## src/rtl/dmem_arb_pkg.sv

```systemverilog
// Shared constants and helpers for the two-master data-memory arbiter.
package dmem_arb_pkg;

    localparam logic [15:0] DEAD_WORD = 16'hDEAD;
    localparam logic        M0        = 1'b0;
    localparam logic        M1        = 1'b1;

    // RAM hit when the top winbits of a dbits-wide address are all zero.
    function automatic logic ram_hit(input logic [31:0] addr, input int dbits, input int winbits);
        logic hit;
        hit = 1'b1;
        for (int i = 0; i < 32; i++) begin
            if (i < dbits && i >= dbits - winbits && addr[i]) begin
                hit = 1'b0;
            end
        end
        return hit;
    endfunction

endpackage

```

## src/rtl/dmem_arbiter_if.sv

```systemverilog
// Requester, read-return and memory-array signals of the data-memory arbiter.
interface dmem_arbiter_if #(
    parameter int unsigned DBITS = 16,
    parameter int unsigned ABITS = 12
);
    logic             req0, req1, we0, we1, lock0, lock1;
    logic [DBITS-1:0] addr0, addr1, wdata0, wdata1;
    logic             gnt0, gnt1, rvalid0, rvalid1;
    logic [DBITS-1:0] rdata;
    logic [ABITS-1:0] mem_addr;
    logic [DBITS-1:0] mem_din, mem_dout;
    logic             mem_we;

    // Requesters plus the memory array, seen from outside the arbiter.
    modport master (
        output req0, req1, we0, we1, lock0, lock1, addr0, addr1, wdata0, wdata1, mem_dout,
        input  gnt0, gnt1, rvalid0, rvalid1, rdata, mem_addr, mem_din, mem_we
    );

    modport slave (
        input  req0, req1, we0, we1, lock0, lock1, addr0, addr1, wdata0, wdata1, mem_dout,
        output gnt0, gnt1, rvalid0, rvalid1, rdata, mem_addr, mem_din, mem_we
    );
endinterface

```

## src/rtl/rr_pick2.sv

```systemverilog
// Combinational two-way picker: lock owner first, else round-robin against last winner.
module rr_pick2 (
    input  logic [1:0] req,
    input  logic       last,
    input  logic       lock_owner,
    input  logic       lock_valid,
    output logic [1:0] gnt
);

    always_comb begin
        gnt = 2'b00;
        if (lock_valid && req[lock_owner]) begin
            gnt[lock_owner] = 1'b1;
        end else if (&req) begin
            gnt[~last] = 1'b1;
        end else begin
            gnt = req;
        end
    end

endmodule

```

## src/rtl/dmem_arbiter.sv

```systemverilog
// Two-master round-robin arbiter for the single data-memory port, one access per cycle.
// Optional grant locking is compiled in with `define DMEM_ARB_LOCK_EN.
module dmem_arbiter #(
    parameter int unsigned DBITS    = 16,
    parameter int unsigned ABITS    = 12,
    parameter int unsigned WINBITS  = 3,
    parameter int unsigned LOCK_MAX = 8
) (
    input logic           clk,
    input logic           reset,
    dmem_arbiter_if.slave bus
);
    import dmem_arb_pkg::*;

    logic             last_q, last_d;
    logic [1:0]       rd_pend_q, rd_pend_d;
    logic             hit_q, hit_d;
    logic [1:0]       req, req_eff, gnt;
    logic             sel, sel_we, sel_hit;
    logic [DBITS-1:0] sel_addr;
    logic             lock_owner, lock_valid;

    assign req        = {bus.req1, bus.req0};
    assign req_eff    = reset ? 2'b00 : req;
    assign lock_owner = last_q;

`ifdef DMEM_ARB_LOCK_EN
    localparam int unsigned CntW = $clog2(LOCK_MAX + 1);

    logic [CntW-1:0] lock_cnt_q, lock_cnt_d;
    logic [1:0]      lock;

    assign lock = {bus.lock1, bus.lock0};

    // Lock holds while the owner keeps REQ+LOCK, unless its streak is spent and the other waits.
    assign lock_valid = (lock_cnt_q != '0) && req[last_q] && lock[last_q] &&
                        !((lock_cnt_q >= CntW'(LOCK_MAX)) && req[~last_q]);

    always_comb begin
        lock_cnt_d = '0;
        if ((|gnt) && lock[sel]) begin
            if (sel == last_q && lock_cnt_q != '0) begin
                lock_cnt_d = (lock_cnt_q >= CntW'(LOCK_MAX)) ? lock_cnt_q : lock_cnt_q + 1'b1;
            end else begin
                lock_cnt_d = CntW'(1);
            end
        end
    end

    always_ff @(posedge clk) begin
        if (reset) lock_cnt_q <= '0;
        else       lock_cnt_q <= lock_cnt_d;
    end
`else
    logic unused_lock;
    assign unused_lock = bus.lock0 ^ bus.lock1;
    assign lock_valid  = 1'b0;
`endif

    rr_pick2 u_pick (
        .req       (req_eff),
        .last      (last_q),
        .lock_owner(lock_owner),
        .lock_valid(lock_valid),
        .gnt       (gnt)
    );

    // When idle the memory side keeps following the last winner's request lines.
    assign sel      = (|gnt) ? gnt[1] : last_q;
    assign sel_addr = (sel == M1) ? bus.addr1 : bus.addr0;
    assign sel_we   = (sel == M1) ? bus.we1 : bus.we0;
    assign sel_hit  = ram_hit(32'(sel_addr), DBITS, WINBITS);

    assign bus.gnt0     = gnt[0];
    assign bus.gnt1     = gnt[1];
    assign bus.mem_addr = sel_addr[ABITS:1];
    assign bus.mem_din  = (sel == M1) ? bus.wdata1 : bus.wdata0;
    assign bus.mem_we   = (|gnt) && sel_we && sel_hit;

    always_comb begin
        last_d    = last_q;
        rd_pend_d = 2'b00;
        hit_d     = hit_q;
        if (|gnt) begin
            last_d = sel;
            if (!sel_we) begin
                rd_pend_d = gnt;
                hit_d     = sel_hit;
            end
        end
    end

    always_ff @(posedge clk) begin
        if (reset) begin
            last_q    <= M1;
            rd_pend_q <= 2'b00;
            hit_q     <= 1'b0;
        end else begin
            last_q    <= last_d;
            rd_pend_q <= rd_pend_d;
            hit_q     <= hit_d;
        end
    end

    assign bus.rvalid0 = rd_pend_q[0] && !reset;
    assign bus.rvalid1 = rd_pend_q[1] && !reset;
    assign bus.rdata   = ((|rd_pend_q) && !reset) ?
                         (hit_q ? bus.mem_dout : DBITS'(DEAD_WORD)) : '0;

endmodule

```

## src/flat_wrapper.sv

```systemverilog
// flat-port wrapper written by rule: the top's interface ports become plain ports
module dmem_arbiter_flat import dmem_arb_pkg::*;
#(
    parameter int unsigned DBITS    = 16,
    parameter int unsigned ABITS    = 12,
    parameter int unsigned WINBITS  = 3,
    parameter int unsigned LOCK_MAX = 8
)
  (clk, reset, bus_req0, bus_req1, bus_we0, bus_we1, bus_lock0, bus_lock1, bus_addr0, bus_addr1, bus_wdata0, bus_wdata1, bus_mem_dout, bus_gnt0, bus_gnt1, bus_rvalid0, bus_rvalid1, bus_rdata, bus_mem_addr, bus_mem_din, bus_mem_we);
  dmem_arbiter_if #(.DBITS(DBITS), .ABITS(ABITS)) bus_i ();
  input logic clk;
  input logic reset;
  input wire logic [$bits(bus_i.req0)-1:0] bus_req0;
  input wire logic [$bits(bus_i.req1)-1:0] bus_req1;
  input wire logic [$bits(bus_i.we0)-1:0] bus_we0;
  input wire logic [$bits(bus_i.we1)-1:0] bus_we1;
  input wire logic [$bits(bus_i.lock0)-1:0] bus_lock0;
  input wire logic [$bits(bus_i.lock1)-1:0] bus_lock1;
  input wire logic [$bits(bus_i.addr0)-1:0] bus_addr0;
  input wire logic [$bits(bus_i.addr1)-1:0] bus_addr1;
  input wire logic [$bits(bus_i.wdata0)-1:0] bus_wdata0;
  input wire logic [$bits(bus_i.wdata1)-1:0] bus_wdata1;
  input wire logic [$bits(bus_i.mem_dout)-1:0] bus_mem_dout;
  output wire logic [$bits(bus_i.gnt0)-1:0] bus_gnt0;
  output wire logic [$bits(bus_i.gnt1)-1:0] bus_gnt1;
  output wire logic [$bits(bus_i.rvalid0)-1:0] bus_rvalid0;
  output wire logic [$bits(bus_i.rvalid1)-1:0] bus_rvalid1;
  output wire logic [$bits(bus_i.rdata)-1:0] bus_rdata;
  output wire logic [$bits(bus_i.mem_addr)-1:0] bus_mem_addr;
  output wire logic [$bits(bus_i.mem_din)-1:0] bus_mem_din;
  output wire logic [$bits(bus_i.mem_we)-1:0] bus_mem_we;
  assign bus_i.req0 = bus_req0;
  assign bus_i.req1 = bus_req1;
  assign bus_i.we0 = bus_we0;
  assign bus_i.we1 = bus_we1;
  assign bus_i.lock0 = bus_lock0;
  assign bus_i.lock1 = bus_lock1;
  assign bus_i.addr0 = bus_addr0;
  assign bus_i.addr1 = bus_addr1;
  assign bus_i.wdata0 = bus_wdata0;
  assign bus_i.wdata1 = bus_wdata1;
  assign bus_i.mem_dout = bus_mem_dout;
  assign bus_gnt0 = bus_i.gnt0;
  assign bus_gnt1 = bus_i.gnt1;
  assign bus_rvalid0 = bus_i.rvalid0;
  assign bus_rvalid1 = bus_i.rvalid1;
  assign bus_rdata = bus_i.rdata;
  assign bus_mem_addr = bus_i.mem_addr;
  assign bus_mem_din = bus_i.mem_din;
  assign bus_mem_we = bus_i.mem_we;
  dmem_arbiter #(.DBITS(DBITS), .ABITS(ABITS), .WINBITS(WINBITS), .LOCK_MAX(LOCK_MAX)) u_core (.clk(clk), .reset(reset), .bus(bus_i));
endmodule
```

## config.mk

```make
export PLATFORM = sky130hd
export DESIGN_NAME = dmem_arbiter_flat
export DESIGN_NICKNAME = d
export VERILOG_FILES = /design/src/rtl/dmem_arb_pkg.sv /design/src/rtl/dmem_arbiter_if.sv /design/src/rtl/rr_pick2.sv /design/src/rtl/dmem_arbiter.sv /design/src/flat_wrapper.sv
export SDC_FILE = /design/constraint.sdc
export NUM_CORES = 1
export LEC_CHECK = 0
export ABC_AREA = 1
export BUFFER_PORTS_ARGS = -buffer_cell sky130_fd_sc_hd__clkbuf_2
export CORE_UTILIZATION = 29
export CTS_CLUSTER_SIZE = 24
export DETAILED_ROUTE_END_ITERATION = 16
export GPL_ROUTABILITY_DRIVEN = 1
export PLACE_DENSITY = 0.91
export SLEW_MARGIN = 20
export SYNTH_ARGS = -nofsm -noshare
export SYNTH_HDL_FRONTEND = slang
export SYNTH_SLANG_ARGS = --single-unit
```

## constraint.sdc

```tcl
create_clock -name clk -period 3.05 [get_ports clk]
set_input_delay 0.305 -clock clk [delete_from_list [all_inputs] [get_ports clk]]
set_output_delay 0.305 -clock clk [all_outputs]
set_load 0.02 [all_outputs]
```

==> impl_metrics.ini <==
[status]
status = finished, final reports clean

[clocking]
root_buffer = clkbuf_4
cts_resized = 0
numCtsBuffers = 3
clkTransAtPathRegs_ns = 0.04
clock_sinks = 4
tritoncts = built
clockBufferDepth = 2
cts-htree-levels = 1
hold_buffers = 0
post_cts_buffers = 0
clk-insertion-delay-late_ns = 0.24

[logic_synthesis]
ys_seq_area_share_pct = 10.6
syn-num-nets = 255
synth_top_area_share_pct = 48.5
syn_area_per_cell_um2 = 4.54
yosysTopAreaCell = nand2_1
synthTopCellsByArea = nand2_1 49%, nor2_1 17%, dfxtp_1 11%
syn-cell-area_um2 = 758
ys_types = 16
synth-seq-cells = 4
yosysWarnings = 0
syn_inst = 167

[worst_setup_path]
cp_cell_sequence = inv_1 -> nand2_2 -> nand2_4 -> inv_2 -> nand2_1 -> nand2_1 -> nand2_1 -> a21oi_1 -> clkbuf_2
crit_top_cell = nand2_1
slowest_delay_ns = 0.41
worst_setup_path_end_kind = output port
required_ns = 2.74
worst-endpoint-arrival_ns = 1.92
worstPathMaxFanout = 32
crit_path_top_delay_cell = inv_2
critPathLaunchType = flip-flop
crit_type = reg2out

[floorplan]
fp.dieArea_um2 = 2820
ios = 137
die_h_um = 53.1
die_w_um = 53.1
core_um2 = 2480
std_cell_rows = 18
start_util_pct = 30.6

[layout]
multi_input_area_um2 = 568
fin_cells = 324
fillCellCount = 270
drive_above_1_share_pct = 48.0
nNetsFinal = 384
final_util_pct = 56.9
final_cell_mix = 132 x clkbuf_2, 98 x nand2_1, 35 x nor2_1, 9 x inv_1, 4 x dfxtp_1
final_common_cell = clkbuf_2
ff_latch_area_um2 = 80.1
area_growth_pct = 86.0
antenna-diode-count = 0

[grt]
grt_first_pass_wirelength_mm = 3.77
grt_usage_pct = 17.8
grt_pass1_vias = 987
grt_max_degree = 33
grt_antenna_before_repair = 0
grt-ovfl-total = 0

[drt]
drt_first_iter_violations = 19
post_drt_wl_per_cell_um = 8.77
route.detailed.drc = 0
vias = 1381
drt-vias-per-instance = 4.26
drtAntennaViolNets = 0
dr.pass1.iters = 4
drt_wl_total_mm = 2.84

[power_and_ir_drop]
internal_power_uw = 196
p_leak_uw = 0.00104
p_clk_share_pct = 17.1
powerDensity_nw_per_um2 = 269
switching_share_pct = 48.2
p_comb_share_pct = 67.5
seqPwrFrac_pct = 15.4
switchingPower_uw = 183
vdd_drop_max_uv = 284

[placement]
gpl.final_weighted_congestion = 0.753
dp_slack_ns = 0.853
detailed_place_hpwl_mm = 2.39
io_buffer_count = 132
placedCellCount = 321

[sta]
totalNegativeSetupSlack_ns = 0
fmax_mhz = 449
tightest_slew_ns = 0.952
period_share_pct = 73.0
finalCriticalPeriod_ns = 2.23
fin_ws_ns = 0.823
clock_skew_ns = 0.00597
rsz0062_at_grt = no
slew_headroom_pct = 36.3
setup_viol = 0
finalMaxSlewViolations = 0
hold_viol_final = 0

[job]
max-cap-violations = 0

[hold_path]
min_path_type = in2reg
## sequential cells by signal, summed over array words and instances (netlist names)
signal / flops
u_core.last_q: 1
u_core.rd_pend_q: 2
u_core.hit_q: 1
## worst max-delay path, delay by kind of cell (launching register included)
| kind | cells | cell delay, ns |
|---|---|---|
| simple gates | 5 | 0.53 |
| compound gates | 1 | 0.14 |
| buf+inv | 3 | 0.66 |
| flops | 1 | 0.35 |
## logic make-up (layout without fill, tap and decap cells)
family	after synthesis	in the layout	share of synthesized area [%]
buffers and inverters	19	146	14.5
AO/OA/AOI/OAI	3	3	1.98
AND/OR/NAND/NOR	141	141	72.9
flip-flops	4	4	10.6
## path summary, 6_finish.rpt
| kind | start | to | slack [ns] | cells after the start |
|---|---|---|---|---|
| setup / recovery | u_core.last_q | bus_mem_we | 0.82 | 9 |
| hold / removal | reset | u_core.last_q | 0.35 | 3 |
| setup reg to reg | u_core.last_q | u_core.hit_q | 1.54 | 8 |
| hold reg to reg | u_core.last_q | u_core.rd_pend_q[0] | 0.65 | 2 |
## metal layers
metal  vias to the layer above  global-route usage [%]  share of wire, %
li1                        746                       -                 -
met1                       572                    16.6                39
met2                        57                    37.3                50
met3                         6                    3.16               9.1
met4                         0                    5.70               1.5
met5                         -                       0                 0
## stage by stage
stage	hold WS [ns]	power, uW	cell area [um^2]
after global placement	0.583	312	1390
after CTS	0.352	382	1410
after detailed placement	0.598	316	1390
after floorplan	0.416	219	758
final	0.351	379	1410
after global routing	0.375	415	1410
## layout make-up
type                            instances  area share (%)
Inverter                               11            2.93
Timing Repair Buffer                  132            46.9
Sequential cell                         4            5.68
Tap cell                               30            2.66
Multi-Input combinational cell        144            40.3
Clock buffer                            3            1.60
## power groups by stage
stage | Combinational (uW) | Sequential [uW] | Clock, uW
3_3_place_gp | 253 | 59.0 | 0
3_5_place_dp | 257 | 59.1 | 0
4_1_cts | 258 | 58.3 | 66.4
2_1_floorplan | 161 | 58.4 | 0
5_1_grt | 286 | 58.8 | 70.5
6_report | 256 | 58.3 | 64.9
## cell usage after synthesis (all sizes together)
cell / instances
buf: 7
nand3: 3
clkbuf: 1
nor3: 2
a21oi: 1
o21ai: 2
nor2: 35
inv: 11
nand2: 101
dfxtp: 4
(Power assumes the default switching activity.)
